===== src/rtl/secded_pkg.sv =====
// ---------------------------------------------------------------------------
// secded_pkg : shared constants and elaboration-time helpers for the SECDED codec
// Revision   : 1.0
// ---------------------------------------------------------------------------
`default_nettype none

package secded_pkg;

  localparam logic MODE_ENC = 1'b0;
  localparam logic MODE_DEC = 1'b1;

  // Smallest P with 2^P >= data_w + P + 1; scanning downward leaves the minimum.
  function automatic int p_w_for(input int data_w);
    int p;
    p = 0;
    for (int i = 30; i >= 1; i--) begin
      if ((1 << i) >= data_w + i + 1) p = i;
    end
    return p;
  endfunction

  function automatic bit is_pow2(input int pos);
    return (pos > 0) && ((pos & (pos - 1)) == 0);
  endfunction

  // Payload bit index carried at a (non power-of-two) code position.
  function automatic int data_idx(input int pos);
    int cnt;
    cnt = 0;
    for (int q = 3; q < pos; q++) begin
      if (!is_pow2(q)) cnt++;
    end
    return cnt;
  endfunction

endpackage

`default_nettype wire


===== src/rtl/secded_syndrome.sv =====
// ---------------------------------------------------------------------------
// secded_syndrome : Hamming syndrome and overall parity of one code word
// Revision        : 1.0
// ---------------------------------------------------------------------------
`default_nettype none

module secded_syndrome
  import secded_pkg::*;
#(
  parameter  int DATA_W = 11,
  localparam int P_W    = p_w_for(DATA_W),
  localparam int CODE_W = DATA_W + P_W + 1
) (
  input  logic [CODE_W-1:0] code,
  output logic [P_W-1:0]    syndrome,
  output logic              parity
);

  // Positions 1..CODE_W-1 whose index has bit j set; the overall bit is never covered.
  function automatic logic [CODE_W-1:0] cover_mask(input int j);
    logic [CODE_W-1:0] m;
    m = '0;
    for (int p = 1; p < CODE_W; p++) begin
      if (((p >> j) & 1) == 1) m = m | (CODE_W'(1) << (p - 1));
    end
    return m;
  endfunction

  for (genvar j = 0; j < P_W; j++) begin : g_syn
    localparam logic [CODE_W-1:0] MASK = cover_mask(j);
    assign syndrome[j] = ^(code & MASK);
  end

  assign parity = ^code;

endmodule

`default_nettype wire


===== src/rtl/secded_stream_codec.sv =====
// ---------------------------------------------------------------------------
// secded_stream_codec : two-stage pipelined SECDED encoder/decoder, valid/ready
// Revision            : 1.0
// ---------------------------------------------------------------------------
`default_nettype none

module secded_stream_codec
  import secded_pkg::*;
#(
  parameter  int DATA_W = 11,
  parameter  int CNT_W  = 16,
  localparam int P_W    = p_w_for(DATA_W),
  localparam int CODE_W = DATA_W + P_W + 1,
  localparam int IDX_W  = P_W + 1
) (
  input  logic              clk,
  input  logic              rst,
  input  logic              in_valid,
  output logic              in_ready,
  input  logic              in_mode,
  input  logic [CODE_W-1:0] in_data,
  output logic              out_valid,
  input  logic              out_ready,
  output logic [CODE_W-1:0] out_data,
  output logic              out_err,
  output logic              out_uncorr,
  output logic [IDX_W-1:0]  out_err_idx,
  input  logic              clear_cnt,
  output logic [CNT_W-1:0]  cnt_corr,
  output logic [CNT_W-1:0]  cnt_uncorr
);

  localparam logic [IDX_W-1:0] MAX_POS     = IDX_W'(CODE_W - 1);
  localparam logic [IDX_W-1:0] IDX_OVERALL = IDX_W'(CODE_W);

  logic              s1_valid_q, s1_valid_d, s1_mode_q, s1_mode_d, s1_par_q, s1_par_d;
  logic [DATA_W-1:0] s1_pay_q, s1_pay_d;
  logic [P_W-1:0]    s1_syn_q, s1_syn_d;
  logic              s2_valid_q, s2_valid_d, s2_err_q, s2_err_d, s2_uncorr_q, s2_uncorr_d;
  logic [CODE_W-1:0] s2_data_q, s2_data_d;
  logic [IDX_W-1:0]  s2_idx_q, s2_idx_d;
  logic [CNT_W-1:0]  cnt_corr_q, cnt_corr_d, cnt_uncorr_q, cnt_uncorr_d;

  logic              s1_en, s2_en, syn_in_range, fix;
  logic              res_err, res_uncorr;
  logic [IDX_W-1:0]  res_idx;
  logic [CODE_W-1:0] res_data, enc_word, syn_word, enc_code;
  logic [DATA_W-1:0] raw_pay, dec_pay;
  logic [P_W-1:0]    syn;
  logic              par;

  // Encode feeds the syndrome unit a word with zeroed parity slots; decode feeds the raw code.
  for (genvar p = 1; p < CODE_W; p++) begin : g_pos
    if (is_pow2(p)) begin : g_par
      assign enc_word[p-1] = 1'b0;
      assign enc_code[p-1] = s1_syn_q[$clog2(p)];
    end else begin : g_dat
      localparam int K = data_idx(p);
      assign enc_word[p-1] = in_data[K];
      assign raw_pay[K]    = in_data[p-1];
      assign enc_code[p-1] = s1_pay_q[K];
      assign dec_pay[K]    = s1_pay_q[K] ^ (fix && (s1_syn_q == P_W'(p)));
    end
  end
  assign enc_word[CODE_W-1] = 1'b0;
  assign enc_code[CODE_W-1] = s1_par_q ^ (^s1_syn_q);

  assign syn_word = (in_mode == MODE_DEC) ? in_data : enc_word;

  secded_syndrome #(.DATA_W(DATA_W)) u_syndrome (
    .code     (syn_word),
    .syndrome (syn),
    .parity   (par)
  );

  if (CODE_W - 1 == (1 << P_W) - 1) begin : g_full_range
    assign syn_in_range = 1'b1;
  end else begin : g_part_range
    assign syn_in_range = ({1'b0, s1_syn_q} <= MAX_POS);
  end

  always_comb begin
    res_err    = 1'b0;
    res_uncorr = 1'b0;
    res_idx    = '0;
    fix        = 1'b0;
    if (s1_mode_q == MODE_DEC) begin
      if (s1_syn_q == '0) begin
        if (s1_par_q) begin
          res_err = 1'b1;
          res_idx = IDX_OVERALL;
        end
      end else if (s1_par_q && syn_in_range) begin
        res_err = 1'b1;
        res_idx = {1'b0, s1_syn_q};
        fix     = 1'b1;
      end else begin
        res_err    = 1'b1;
        res_uncorr = 1'b1;
      end
    end
    res_data = (s1_mode_q == MODE_DEC) ? {{(CODE_W-DATA_W){1'b0}}, dec_pay} : enc_code;
  end

  assign s2_en    = ~s2_valid_q | out_ready;
  assign s1_en    = ~s1_valid_q | s2_en;
  assign in_ready = s1_en;

  always_comb begin
    s1_valid_d = s1_en ? in_valid : s1_valid_q;
    s1_mode_d  = s1_mode_q;
    s1_pay_d   = s1_pay_q;
    s1_syn_d   = s1_syn_q;
    s1_par_d   = s1_par_q;
    if (s1_en && in_valid) begin
      s1_mode_d = in_mode;
      s1_pay_d  = (in_mode == MODE_DEC) ? raw_pay : in_data[DATA_W-1:0];
      s1_syn_d  = syn;
      s1_par_d  = par;
    end
    s2_valid_d  = s2_en ? s1_valid_q : s2_valid_q;
    s2_data_d   = s2_data_q;
    s2_err_d    = s2_err_q;
    s2_uncorr_d = s2_uncorr_q;
    s2_idx_d    = s2_idx_q;
    if (s2_en && s1_valid_q) begin
      s2_data_d   = res_data;
      s2_err_d    = res_err;
      s2_uncorr_d = res_uncorr;
      s2_idx_d    = res_idx;
    end
  end

  // Statistics count results as they leave; encode beats never carry error flags.
  always_comb begin
    cnt_corr_d   = cnt_corr_q;
    cnt_uncorr_d = cnt_uncorr_q;
    if (s2_valid_q && out_ready) begin
      if (s2_err_q && !s2_uncorr_q && (cnt_corr_q != '1)) cnt_corr_d = cnt_corr_q + 1'b1;
      if (s2_uncorr_q && (cnt_uncorr_q != '1)) cnt_uncorr_d = cnt_uncorr_q + 1'b1;
    end
    if (clear_cnt) begin
      cnt_corr_d   = '0;
      cnt_uncorr_d = '0;
    end
  end

  always_ff @(posedge clk or posedge rst) begin
    if (rst) begin
      s1_valid_q   <= 1'b0;
      s1_mode_q    <= 1'b0;
      s1_pay_q     <= '0;
      s1_syn_q     <= '0;
      s1_par_q     <= 1'b0;
      s2_valid_q   <= 1'b0;
      s2_data_q    <= '0;
      s2_err_q     <= 1'b0;
      s2_uncorr_q  <= 1'b0;
      s2_idx_q     <= '0;
      cnt_corr_q   <= '0;
      cnt_uncorr_q <= '0;
    end else begin
      s1_valid_q   <= s1_valid_d;
      s1_mode_q    <= s1_mode_d;
      s1_pay_q     <= s1_pay_d;
      s1_syn_q     <= s1_syn_d;
      s1_par_q     <= s1_par_d;
      s2_valid_q   <= s2_valid_d;
      s2_data_q    <= s2_data_d;
      s2_err_q     <= s2_err_d;
      s2_uncorr_q  <= s2_uncorr_d;
      s2_idx_q     <= s2_idx_d;
      cnt_corr_q   <= cnt_corr_d;
      cnt_uncorr_q <= cnt_uncorr_d;
    end
  end

  assign out_valid   = s2_valid_q;
  assign out_data    = s2_data_q;
  assign out_err     = s2_err_q;
  assign out_uncorr  = s2_uncorr_q;
  assign out_err_idx = s2_idx_q;
  assign cnt_corr    = cnt_corr_q;
  assign cnt_uncorr  = cnt_uncorr_q;

endmodule

`default_nettype wire

===== config.mk =====
export PLATFORM = sky130hd
export DESIGN_NAME = secded_stream_codec
export DESIGN_NICKNAME = d
export VERILOG_FILES = /design/src/rtl/secded_pkg.sv /design/src/rtl/secded_syndrome.sv /design/src/rtl/secded_stream_codec.sv
export SDC_FILE = /design/constraint.sdc
export NUM_CORES = 1
export LEC_CHECK = 0
export BUFFER_PORTS_ARGS = -buffer_cell sky130_fd_sc_hd__buf_2
export CORE_ASPECT_RATIO = 0.8
export CORE_MARGIN = 2
export CORE_UTILIZATION = 40
export CTS_BUF_LIST = sky130_fd_sc_hd__clkbuf_2
export CTS_CLUSTER_SIZE = 24
export DETAILED_ROUTE_END_ITERATION = 10
export GPL_TIMING_DRIVEN = 0
export HOLD_SLACK_MARGIN = 0.05
export PLACE_DENSITY = 0.72
export SLEW_MARGIN = 25
export SYNTH_ARGS = -nofsm -noshare
export SYNTH_HDL_FRONTEND = slang
export SYNTH_SLANG_ARGS = --single-unit
export TNS_END_PERCENT = 10

===== constraint.sdc =====
create_clock -name clk -period 1.88 [get_ports clk]
set_input_delay 0.188 -clock clk [delete_from_list [all_inputs] [get_ports clk]]
set_output_delay 0.188 -clock clk [all_outputs]
set_load 0.1 [all_outputs]

=== After elaboration in Yosys (flattened, before gate mapping) ===
Cells that the tools add are included.

* Register bits: 74
* Output and inout port bits: 57
* Word-level logic and storage cells: 94

* Add/sub/neg operators: 2
* Eq/ne operators: 13
* Multiplexer cells: 21
* Bitwise gates (word level): 16
* Reduce and logical (&&, ||, !) cells: 30

{| class="wikitable"
|+ Operator list
! cell !! number
|-
| two-way mux 16 bit || 8
|-
| parity 16 bit || 5
|-
| adder 16 x 1 -> 16 bit, second input constant || 2
|-
| inequality test 16 bit, second input constant || 2
|-
| equality test 4 bit, second input constant || 7
|-
| logical AND 1 bit || 17
|-
| two-way mux 5 bit || 3
|-
| equality test 4 x 3 -> 1 bit, second input constant || 3
|-
| bitwise XOR 1 bit || 12
|-
| two-way mux 11 bit || 1
|-
| two-way mux 1 bit || 8
|-
| nonzero test 2 bit || 3
|-
| equality test 4 x 2 -> 1 bit, second input constant || 1
|-
| logical NOT 4 bit || 1
|-
| two-way mux 4 bit || 1
|-
| AND reduction 2 bit || 2
|-
| parity 4 bit || 1
|-
| NOT 1 bit || 2
|-
| OR 1 bit || 2
|-
| logical NOT 1 bit || 1
|}

=== Logic depth before layout (Yosys ltp) ===
Gate-level depths: netlist of the first run.

* Depth in word-level cells: 6
* Depth in mapped cells: 8
* Gate-level depth less buffers: 7

=== Cells and area by module ===
From an unflattened synthesis of the first run, not the netlist that was laid out.

* Cells, all modules: 422
* Area total of the unflattened synthesis: 4394.2 um^2

{| class="wikitable"
|+ Modules (own cells, without submodules)
! module !! instances !! cells an instance !! area each (um^2) !! seq. area each (um^2)
|-
| secded_stream_codec || 1 || 399 || 4107.7 || 1851.8
|-
| secded_syndrome || 1 || 23 || 286.5 || 0.0
|}

=== Worst setup path before layout of the first run ===
No wires, ideal clock.

* Path kind: register to register
* From: reg s2_valid_q (netlist: out_valid)
* To: reg s1_pay_q[0]
* Library setup time: 0.135 ns
* Arrival time: 2.821 ns
* Data required time: 1.745 ns
* Slack: -1.076 ns
* Stages on the path, launching flop included: 5
* Buffers on the path: 1
* Clock period less this slack: 2.956 ns
* Cell sequence: dfrtp_1 > nand3b_1 > nand2_1 > clkbuf_1 > o21ai_0

* Word-level cells in the longest chain between the ends: 4

{| class="wikitable"
|+ RTL lines
! item !! RTL line !! source
|-
| from (decl) || secded_stream_codec.sv:39 || <nowiki>logic s2_valid_q, s2_valid_d, s2_err_q, s2_err_d, s2_uncorr_q, s2_uncorr_d;</nowiki>
|-
| from (signal assigned) || secded_stream_codec.sv:168 || <nowiki>s2_valid_q <= s2_valid_d;</nowiki>
|-
| NOT 1 bit || secded_stream_codec.sv:105 || <nowiki>assign s2_en = ~s2_valid_q | out_ready;</nowiki>
|-
| OR 1 bit || secded_stream_codec.sv:105 ||
|-
| OR 1 bit || secded_stream_codec.sv:106 || <nowiki>assign s1_en = ~s1_valid_q | s2_en;</nowiki>
|-
| named net in_ready || secded_stream_codec.sv:19 || <nowiki>output logic in_ready,</nowiki>
|-
| logical AND 1 bit || secded_stream_codec.sv:115 || <nowiki>if (s1_en && in_valid) begin</nowiki>
|-
| to (signal assigned) || secded_stream_codec.sv:165 || <nowiki>s1_pay_q <= s1_pay_d;</nowiki>
|-
| to (decl) || secded_stream_codec.sv:37 || <nowiki>logic [DATA_W-1:0] s1_pay_q, s1_pay_d;</nowiki>
|}

The timed path passes the listed nets, and every way through them passes these cells.
A chain may end at the register's enable or synchronous reset.

=== Final worst setup path of the first run ===
* From: reg cnt_uncorr_q[0] (netlist: cnt_uncorr[0])
* To: reg cnt_uncorr_q[11] (netlist: cnt_uncorr[11])

* Word-level cells in the longest chain between the ends: 4
* Elaborated cells between the ends (all ways): 8

{| class="wikitable"
|+ RTL lines
! item !! RTL line !! source
|-
| from (decl) || secded_stream_codec.sv:42 || <nowiki>logic [CNT_W-1:0] cnt_corr_q, cnt_corr_d, cnt_uncorr_q, cnt_uncorr_d;</nowiki>
|-
| from (signal assigned) || secded_stream_codec.sv:174 || <nowiki>cnt_uncorr_q <= cnt_uncorr_d;</nowiki>
|-
| adder 16 x 1 -> 16 bit / inequality test 16 bit (equally long branches) || secded_stream_codec.sv:140 || <nowiki>if (s2_uncorr_q && (cnt_uncorr_q != '1)) cnt_uncorr_d = cnt_uncorr_q + 1'b1;</nowiki>
|-
| two-way mux 16 bit / logical AND 1 bit (equally long branches) || secded_stream_codec.sv:140 ||
|-
| two-way mux 16 bit / nonzero test 2 bit (equally long branches) || - ||
|-
| two-way mux 16 bit / AND reduction 2 bit (equally long branches) || - ||
|}

Parallel ways exist; a longest one is shown, timed or not. The select of a mux whose other input is x is not followed.

==> results summary, run 1 <==
The share of async-settable or async-resettable flops after synthesis came out at 1.00. The slowest stage of the critical path belongs to the cell sky130_fd_sc_hd__dfrtp_2. Sorting the synthesized cells by area gives the leading types as sky130_fd_sc_hd__dfrtp_1 (45%), sky130_fd_sc_hd__xnor2_1 (8.7%), sky130_fd_sc_hd__xor2_1 (7.2%). In this run the tightest slew margin relative to its limit is 0.616. The maximum number of buffers from clock root to sink came out at 2. The number of buffer cells added on primary ports came out at 73. The via density per instance came out at 4.96.

The overall die area came out at 11100 um2. The peak ir drop on the vdd network is 0.652 mV. The standby leakage power came out at 2.46 nW. The detailed-route wire length came out at 9780 um. Counting stages on the worst path, the most repeated cell is sky130_fd_sc_hd__and3_4.

The average instance in the mapped netlist occupies 9.80 um2. The parity-gate share of the synthesized area counting xor and xnor cells came out at 0.169. The final hold violation count is 0.

The count of flip-flops with a built-in enable after synthesis is 0. The worst clock skew came out at 0.0266 ns. The relative area change from synthesis to final layout is 25.9%.

The total area of multi-input combinational cells came out at 2220 um2. The total power came out at 5.17 mW. The remaining antenna violation count after routing is 0. The minimum hold slack came out at 0.101 ns. The fill cell total of the finished layout is 931. The vertical die dimension is 94.8 um. The number of antenna cells inserted came out at 0. The routability-driven placement congestion ratio is 0.854. The tightest min-delay check is of the input port to flip-flop type. In the finished design, the share of the clock period the worst path needs comes to 0.993. The portion of total power attributed to the clock network came out at 0.138. The max-slew violation total from the final report came out at 0. The net switching component of the power is 2.49 mW.

The maximum number of pins on one net before global-route repair came out at 48. The total clock buffers created by CTS is 9. The switching portion of total power came out at 0.482. For this run, design rule violations remaining after detail routing come to 0. The actual transition at the worst max-transition pin is 0.577 ns. The effective utilization at floorplan came out at 0.407. The post-synthesis sequential element count is 74. The highest cell delay on the worst timing path is 0.47 ns. By area, the combinational part of the netlist is dominated by simple AND/OR/NAND/NOR gates. The layout cell share with drive strength beyond 1 is 0.245.

The maximum level of the CTS H-tree came out at 3. Power spread over the standard cell area amounts to 998 nW/um2. The number of maximum-capacitance violations is 0. Walking the worst path, the cells encountered are ha_4 -> and3_4 -> and3_4 -> nor4b_4 -> nand3_1 -> xor2_1 -> nor2_1.

The compound-cell area share of the yosys netlist came out at 0.0717. TritonCTS built the clock tree. The core box area came out at 10100 um2. The overall track demand over capacity in global routing came out at 0.183. STA puts the critical path data required time at 2.30 ns. The total of endpoints with negative setup slack in the final report is 0. Together, buffers and inverters on the worst path number 0.

The clock reaches the later pin of the worst-skew pair after 0.55 ns. The mean routed wirelength per cell came out at 14.3 um. The time the worst path needs with I/O delays and setup is 1.87 ns. The number of global-route vias before repair is 3369. The portion of synthesized area spent on multiplexers is 0.0720. For the worst setup path, the data arrival time is 2.29 ns. The aggregate global routing overflow came out at 0. After floorplanning, the core was divided into 33 placement rows.

The top fanout value on the critical path came out at 4. For this run, the detailed router's first-pass iteration total came to 4. The net count after synthesis came out at 452. The half-perimeter wire length of the detailed placement result is 7080 um. The adder and majority gate portion of the synthesized area is 0.0304. The run finished with clean final reports. The first global-routing pass estimated 16300 um of wire. The number of synthesis warnings is 0.

Of the post-synthesis cell area, the dominant cell type holds 0.450. The synthesized instance count is 420. Of the total power, combinational logic draws 0.474.

The simple-gate share of the synthesized area came out at 0.176. At the end of the flow, the number of nets in the layout was 570. Broken down by cell family, the worst path's largest delay share belongs to simple AND/OR/NAND/NOR gates.

The post-synthesis instance area came out at 4120 um2. The element type at the critical path start is a flip-flop. For this run, the top clock speed supported by timing is 0.536 GHz. The internal power is 2.68 mW. Setup repair after global routing could not meet its margin everywhere. 79 I/O pins were placed. The clock-pin transition on the worst setup and hold timing paths came out at 0.20 ns. The worst setup path is of the flip-flop to flip-flop kind. Among all flip-flop cells after synthesis, the most frequent one is sky130_fd_sc_hd__dfrtp_1. In this run, the number of DRC markers left after iteration 0 of detailed routing was 212.

The sink count of the clock tree is 74. The total via count after detailed routing is 3391. The critical path endpoint category is a flip-flop. sky130_fd_sc_hd__dfrtp_1 takes more of the synthesized area than any other cell. The number of antenna violations at the first check in global routing is 0. The area occupied by registers came out at 1860 um2.

The count of different cell masters after synthesis came out at 39. The sequential share of power came out at 0.388. The share of synthesized area occupied by flip-flops and latches came out at 0.450. CTS placed an instance of sky130_fd_sc_hd__clkbuf_2 at the clock tree root. The width of the die is 117 um.
## layout make-up
cell class,count,share of cell area
multi-input cells,318,0.428
flip-flops and latches,74,0.358
clock buffers,9,0.00869
plain buffers,21,0.0232
clock inverters,7,0.00700
repair buffers,107,0.135
inverters,7,0.00555
well taps,140,0.0338
## through the flow
stage	setup TNS [ns]	cell area, um2	cells	utilization	setup WS (ns)
floorplan	-34.80	4140	420	-	-0.539
global placement	-80.61	4680	633	0.463	-1.30
detailed placement	-0.982	4710	634	0.466	-0.205
CTS	0	5090	677	0.503	0.00760
global route	-0.270	5180	683	0.513	-0.0697
finish	0	5180	683	0.513	0.0127
## cells in the mapped netlist (9+ instances only)
cell type / instances
sky130_fd_sc_hd__and3_1: 9
sky130_fd_sc_hd__clkbuf_1: 12
sky130_fd_sc_hd__dfrtp_1: 74
sky130_fd_sc_hd__ha_1: 10
sky130_fd_sc_hd__mux2i_1: 26
sky130_fd_sc_hd__nand2_1: 47
sky130_fd_sc_hd__nand3_1: 26
sky130_fd_sc_hd__nor2_1: 36
sky130_fd_sc_hd__o21ai_0: 30
sky130_fd_sc_hd__xnor2_1: 41
sky130_fd_sc_hd__xor2_1: 34
## worst min-delay path: stages
cell and delay, ns:
sky130_fd_sc_hd__clkbuf_8 0.14, sky130_fd_sc_hd__a21oi_1 0.14, sky130_fd_sc_hd__o21ai_0 0.15
## power groups by stage
stage                     clock network [mW]  logic [mW]  registers, mW
final                                  0.714        2.45           2.01
after global routing                   0.810        2.60           2.04
after CTS                              0.741        2.33           2.02
after detailed placement                   0        2.27           2.05
after global placement                     0        2.23           2.04
after floorplan                            0       0.860           3.00
## repair_timing
item | 4_1_cts | 5_1_grt
setup buffers | 4 | 6
endpoints found under the hold margin | 91 | 0
pin swaps | 3 | 4
resized for setup | 10 | 15
setup endpoints to repair | 23 | 33
hold buffers | 23 | 0
## final timing paths
kind / cells after the start / to / start / slack [ns]
worst max-delay path: 7 / cnt_uncorr[11] / cnt_uncorr[0] / 0.01
worst min-delay path: 3 / s1_pay_q[10] / in_mode / 0.10
worst max register to register: 7 / cnt_uncorr[11] / cnt_uncorr[0] / 0.01
worst min register to register: 2 / out_data[14] / out_data[14] / 0.50
max in group asynchronous: 4 / s1_syn_q[2] / rst / 1.18
min in group asynchronous: 3 / cnt_corr[9] / rst / 0.14
## placed cells by master (no fill, tap or decap), types with 2 or more instances in the layout
| cell type | n |
|---|---|
| sky130_fd_sc_hd__nor3_1 | 2 |
| sky130_fd_sc_hd__mux2i_1 | 26 |
| sky130_fd_sc_hd__xor2_1 | 34 |
| sky130_fd_sc_hd__and3_4 | 3 |
| sky130_fd_sc_hd__inv_1 | 6 |
| sky130_fd_sc_hd__xnor2_2 | 2 |
| sky130_fd_sc_hd__buf_4 | 10 |
| sky130_fd_sc_hd__mux2_4 | 2 |
| sky130_fd_sc_hd__clkinv_1 | 3 |
| sky130_fd_sc_hd__xnor2_1 | 40 |
| sky130_fd_sc_hd__ha_1 | 7 |
| sky130_fd_sc_hd__nand4_1 | 7 |
| sky130_fd_sc_hd__clkbuf_1 | 8 |
| sky130_fd_sc_hd__a22o_1 | 2 |
| sky130_fd_sc_hd__clkinvlp_4 | 2 |
| sky130_fd_sc_hd__a21oi_2 | 2 |
| sky130_fd_sc_hd__nand2_1 | 46 |
| sky130_fd_sc_hd__nor2_1 | 36 |
| sky130_fd_sc_hd__o21ai_1 | 4 |
| sky130_fd_sc_hd__nand3_1 | 26 |
| sky130_fd_sc_hd__buf_2 | 75 |
| sky130_fd_sc_hd__dfrtp_1 | 69 |
| sky130_fd_sc_hd__nor2b_1 | 2 |
| sky130_fd_sc_hd__a21o_1 | 2 |
| sky130_fd_sc_hd__dlygate4sd3_1 | 23 |
| sky130_fd_sc_hd__and3_1 | 6 |
| sky130_fd_sc_hd__a21oi_1 | 6 |
| sky130_fd_sc_hd__buf_6 | 2 |
| sky130_fd_sc_hd__clkbuf_4 | 3 |
| sky130_fd_sc_hd__a211oi_1 | 3 |
| sky130_fd_sc_hd__clkbuf_2 | 13 |
| sky130_fd_sc_hd__nand2b_1 | 8 |
| sky130_fd_sc_hd__clkinv_2 | 2 |
| sky130_fd_sc_hd__o31ai_1 | 4 |
| sky130_fd_sc_hd__nand3b_1 | 2 |
| sky130_fd_sc_hd__ha_2 | 2 |
| sky130_fd_sc_hd__dfrtp_2 | 5 |
| sky130_fd_sc_hd__o21ai_0 | 27 |
| sky130_fd_sc_hd__and4_1 | 6 |
## routing by layer
| metal | vias up | track usage | share of wire |
|---|---|---|---|
| met1 | 1639 | 0.232 | 0.46 |
| met3 | 9 | 0.0525 | 0.054 |
| met4 | 0 | 0.0432 | 0.0076 |
| met2 | 82 | 0.314 | 0.48 |
| met5 | - | 0 | 0 |
| li1 | 1661 | - | - |
## cells by family after synthesis
kind of cell,after synthesis
buf+inv,28
fa+ha+maj,10
compound gates,52
xor+xnor,77
simple gates,150
mux,29
flops,74
## flip-flops by register name, indices dropped and copies added (netlist names)
name,flops
s1_pay_q,11
out_err_idx,5
cnt_corr,16
out_data,16
s1_valid_q,1
s1_par_q,1
out_uncorr,1
cnt_uncorr,16
s1_mode_q,1
out_valid,1
out_err,1
s1_syn_q,4
Note: power is estimated with default switching activity, not from simulation.
==> inputs of run 2 (changes only) <==
Settings changed: SETUP_SLACK_MARGIN set to 0.15.
==> run 2 against run 1 <==
Compared with the run above: final area up 4.9%; register-to-register slack improved by 0.03 ns; combinational power increased by 11%; setup slack better by 0.027 ns.
==> results summary, run 2 (synthesis results as in run 1) <==
The flow ran to the end, and the final reports show no timing, DRC or antenna violations. The slowest stage of the critical path is the sky130_fd_sc_hd__dfrtp_2 cell. During I/O placement, the number of pins put on the boundary was 79. The number of cells on the worst reg-to-reg path came out at 7. The maximum number of pins on one net before global-route repair came out at 52. Based on the critical path, the design can be clocked at up to 0.543 GHz. Clock-pin slew was measured on the worst setup and hold paths at 0.22 ns. The routed design uses 522 um of met3 wire.

The maximum level of the CTS H-tree is 3. The initial utilization of the core area, before any placement, comes to 0.407. The half-perimeter wire length of the detailed placement result came out at 7120 um. Prior to clock tree synthesis, the placed netlist has a worst setup slack of -0.174 ns. The worst setup path is captured at a flip-flop. The cell area after placement is 4710 um2.

The internal power is 3.10 mW. The site row count came out at 33. The fraction of the cycle the final worst path needs is 0.979. The time the worst path needs with I/O delays and setup came out at 1.84 ns. The detail route stage leaves a number of antenna-violating nets equal to 0.

The worst clock skew came out at 0.0426 ns. The DRC violation count after routing is 0. Wires add up to 10300 um.

The die is 94.8 um tall. The detailed-routed wire length on met2 came out at 5040 um. The area occupied by registers came out at 1860 um2. The most used cell along the critical path is sky130_fd_sc_hd__and3_4.

The sink count of the clock tree is 74. The first-pass iteration count of the detailed router is 4. Summing over every cut layer, the via total after detailed routing is 3474. The via density per instance is 5.07. The max-slew violation total from the final report is 0. The worst-case setup margin in the final layout is 0.0399 ns. The worst reg2reg path endpoint is cnt_uncorr[11]. The layout cell share with drive strength beyond 1 came out at 0.295. The top fanout value on the critical path came out at 4. The total area inside the core boundary comes to 10100 um2.

The total of endpoints with negative setup slack in the final report came out at 0. Of the total power, the share spent switching nets is 0.458. The cell at the root of the clock tree is sky130_fd_sc_hd__clkbuf_2. In this run the power spent charging and discharging nets is 2.62 mW. The highest cell delay on the worst timing path came out at 0.48 ns. Of the total power, combinational logic draws 0.474. The fill cell total of the finished layout came out at 888. The ratio of total power to cell area came out at 1050 nW/um2. In the final routed layout, each cell accounts on average for 15.1 um. The number of buffer cells added on primary ports came out at 73. The worst slew margin relative to its limit is 0.576.

The width of the die is 117 um. The peak ir drop on the vdd network came out at 0.787 mV. Leaving out fill and tap cells, the most frequent cell in the layout is sky130_fd_sc_hd__dfrtp_1. In this run, the number of DRC markers left after iteration 0 of detailed routing was 255.

The actual transition at the worst max-transition pin is 0.636 ns. Setup repair after global routing could not meet its margin everywhere. The number of global-route vias before repair is 3384. The cell count of the worst hold path came out at 3. The relative area change from synthesis to final layout came out at 32.1%. The fraction of the core area covered by cells at the end of the flow is 0.538. The total clock buffers created by CTS came out at 9.

The standby leakage power is 2.52 nW. The startpoint-to-endpoint class of the critical path is flip-flop to flip-flop. The clock tree from TritonCTS is yes. The signal on the critical path passes through ha_4 -> and3_4 -> and3_4 -> nor4b_4 -> nand3_1 -> xor2_1 -> nor2_1. The data required time at the worst endpoint is 2.31 ns.

The sequential share of power is 0.352. The arrival time at the worst endpoint is 2.27 ns. The total number of nets in the final design came out at 572. The setup check on the worst reg-to-reg path leaves a slack of 0.04 ns.

Of the total power, the clock network draws 0.173. The routability-driven placement congestion ratio came out at 0.853. The worst hold path belongs to the class input port to flip-flop.

The maximum number of buffers from clock root to sink is 2. The clock insertion delay at the later pin of the skew report came out at 0.57 ns. The number of antenna violations at the first check in global routing is 0. The startpoint of the most critical register-to-register path is cnt_uncorr[0]. The die covers 11100 um2. The overall track demand over capacity in global routing is 0.184. Summing all multi-input logic gate instances after layout gives 2370 um2. The finished cells cover 5440 um2. The startpoint identified for the worst hold timing path is in_data[1]. The aggregate global routing overflow is 0. The highest layer touched by signal routing is met4. 0 antenna diodes ended up in the layout.

The element type at the critical path start is a flip-flop. The tool flagged a number of max-cap violations equal to 0. The first global-routing pass estimated 16300 um of wire. The terminating pin of the worst hold path is s1_pay_q[1]. The library cells used most frequently in the layout, excluding fill and tap cells, are sky130_fd_sc_hd__dfrtp_1 (67), sky130_fd_sc_hd__buf_2 (61), sky130_fd_sc_hd__nand2_1 (45).

The detailed router put a total of 4620 um of wire on met1. The final hold violation count came out at 0.
## run 2: critical path, delay by kind of cell, from the launching register on
family                   cells  cell delay (ns)
flip-flops                   1             0.48
AND/OR/NAND/NOR              5             0.88
adder cells (fa/ha/maj)      1             0.16
XOR/XNOR                     1             0.18
## run 2: final cells by class
type | count | share of cell area
buffer | 21 | 0.0232
clock buffer | 12 | 0.0110
multi-input combinational | 318 | 0.436
clock inverter | 4 | 0.0124
inverter | 7 | 0.00529
tap | 140 | 0.0322
timing repair buffer | 109 | 0.138
sequential | 74 | 0.342
## run 2: worst max-delay path by stage
stage,start,endpoint
floorplan,out_valid,s1_pay_q[10]
global placement,rst,out_valid
detailed placement,cnt_uncorr[0],cnt_uncorr[11]
CTS,cnt_uncorr[0],cnt_uncorr[11]
global route,cnt_uncorr[0],cnt_uncorr[13]
finish,cnt_uncorr[0],cnt_uncorr[11]
## run 2: stage by stage
stage	power [mW]	setup TNS [ns]	cells	hold slack, ns
2_1_floorplan	3.86	-34.80	420	0.255
3_3_place_gp	4.27	-81.00	633	0.408
3_5_place_dp	4.33	-1.06	634	0.187
4_1_cts	5.39	0	674	0.0567
5_1_grt	5.99	-0.0905	685	0.0614
6_report	5.73	0	685	0.0736
## run 2: what timing repair did
action	in CTS	in global routing
hold buffers	19	0
cloned	0	1
setup endpoints to repair	37	62
resized for setup	13	72
pin swaps	6	33
hold endpoints to repair	89	0
setup buffers	5	10
## run 2: per-layer routing
metal / vias to the layer above / GRT usage
met5: - / 0
met4: 0 / 0.0442
met3: 18 / 0.0513
met2: 106 / 0.313
met1: 1682 / 0.235
li1: 1668 / -
## run 2: power groups by stage
stage / clock (mW) / combinational [mW] / sequential (mW)
6_report: 0.992 / 2.72 / 2.02
5_1_grt: 1.10 / 2.84 / 2.05
4_1_cts: 1.01 / 2.36 / 2.01
3_5_place_dp: 0 / 2.28 / 2.05
3_3_place_gp: 0 / 2.23 / 2.04
2_1_floorplan: 0 / 0.860 / 3.00
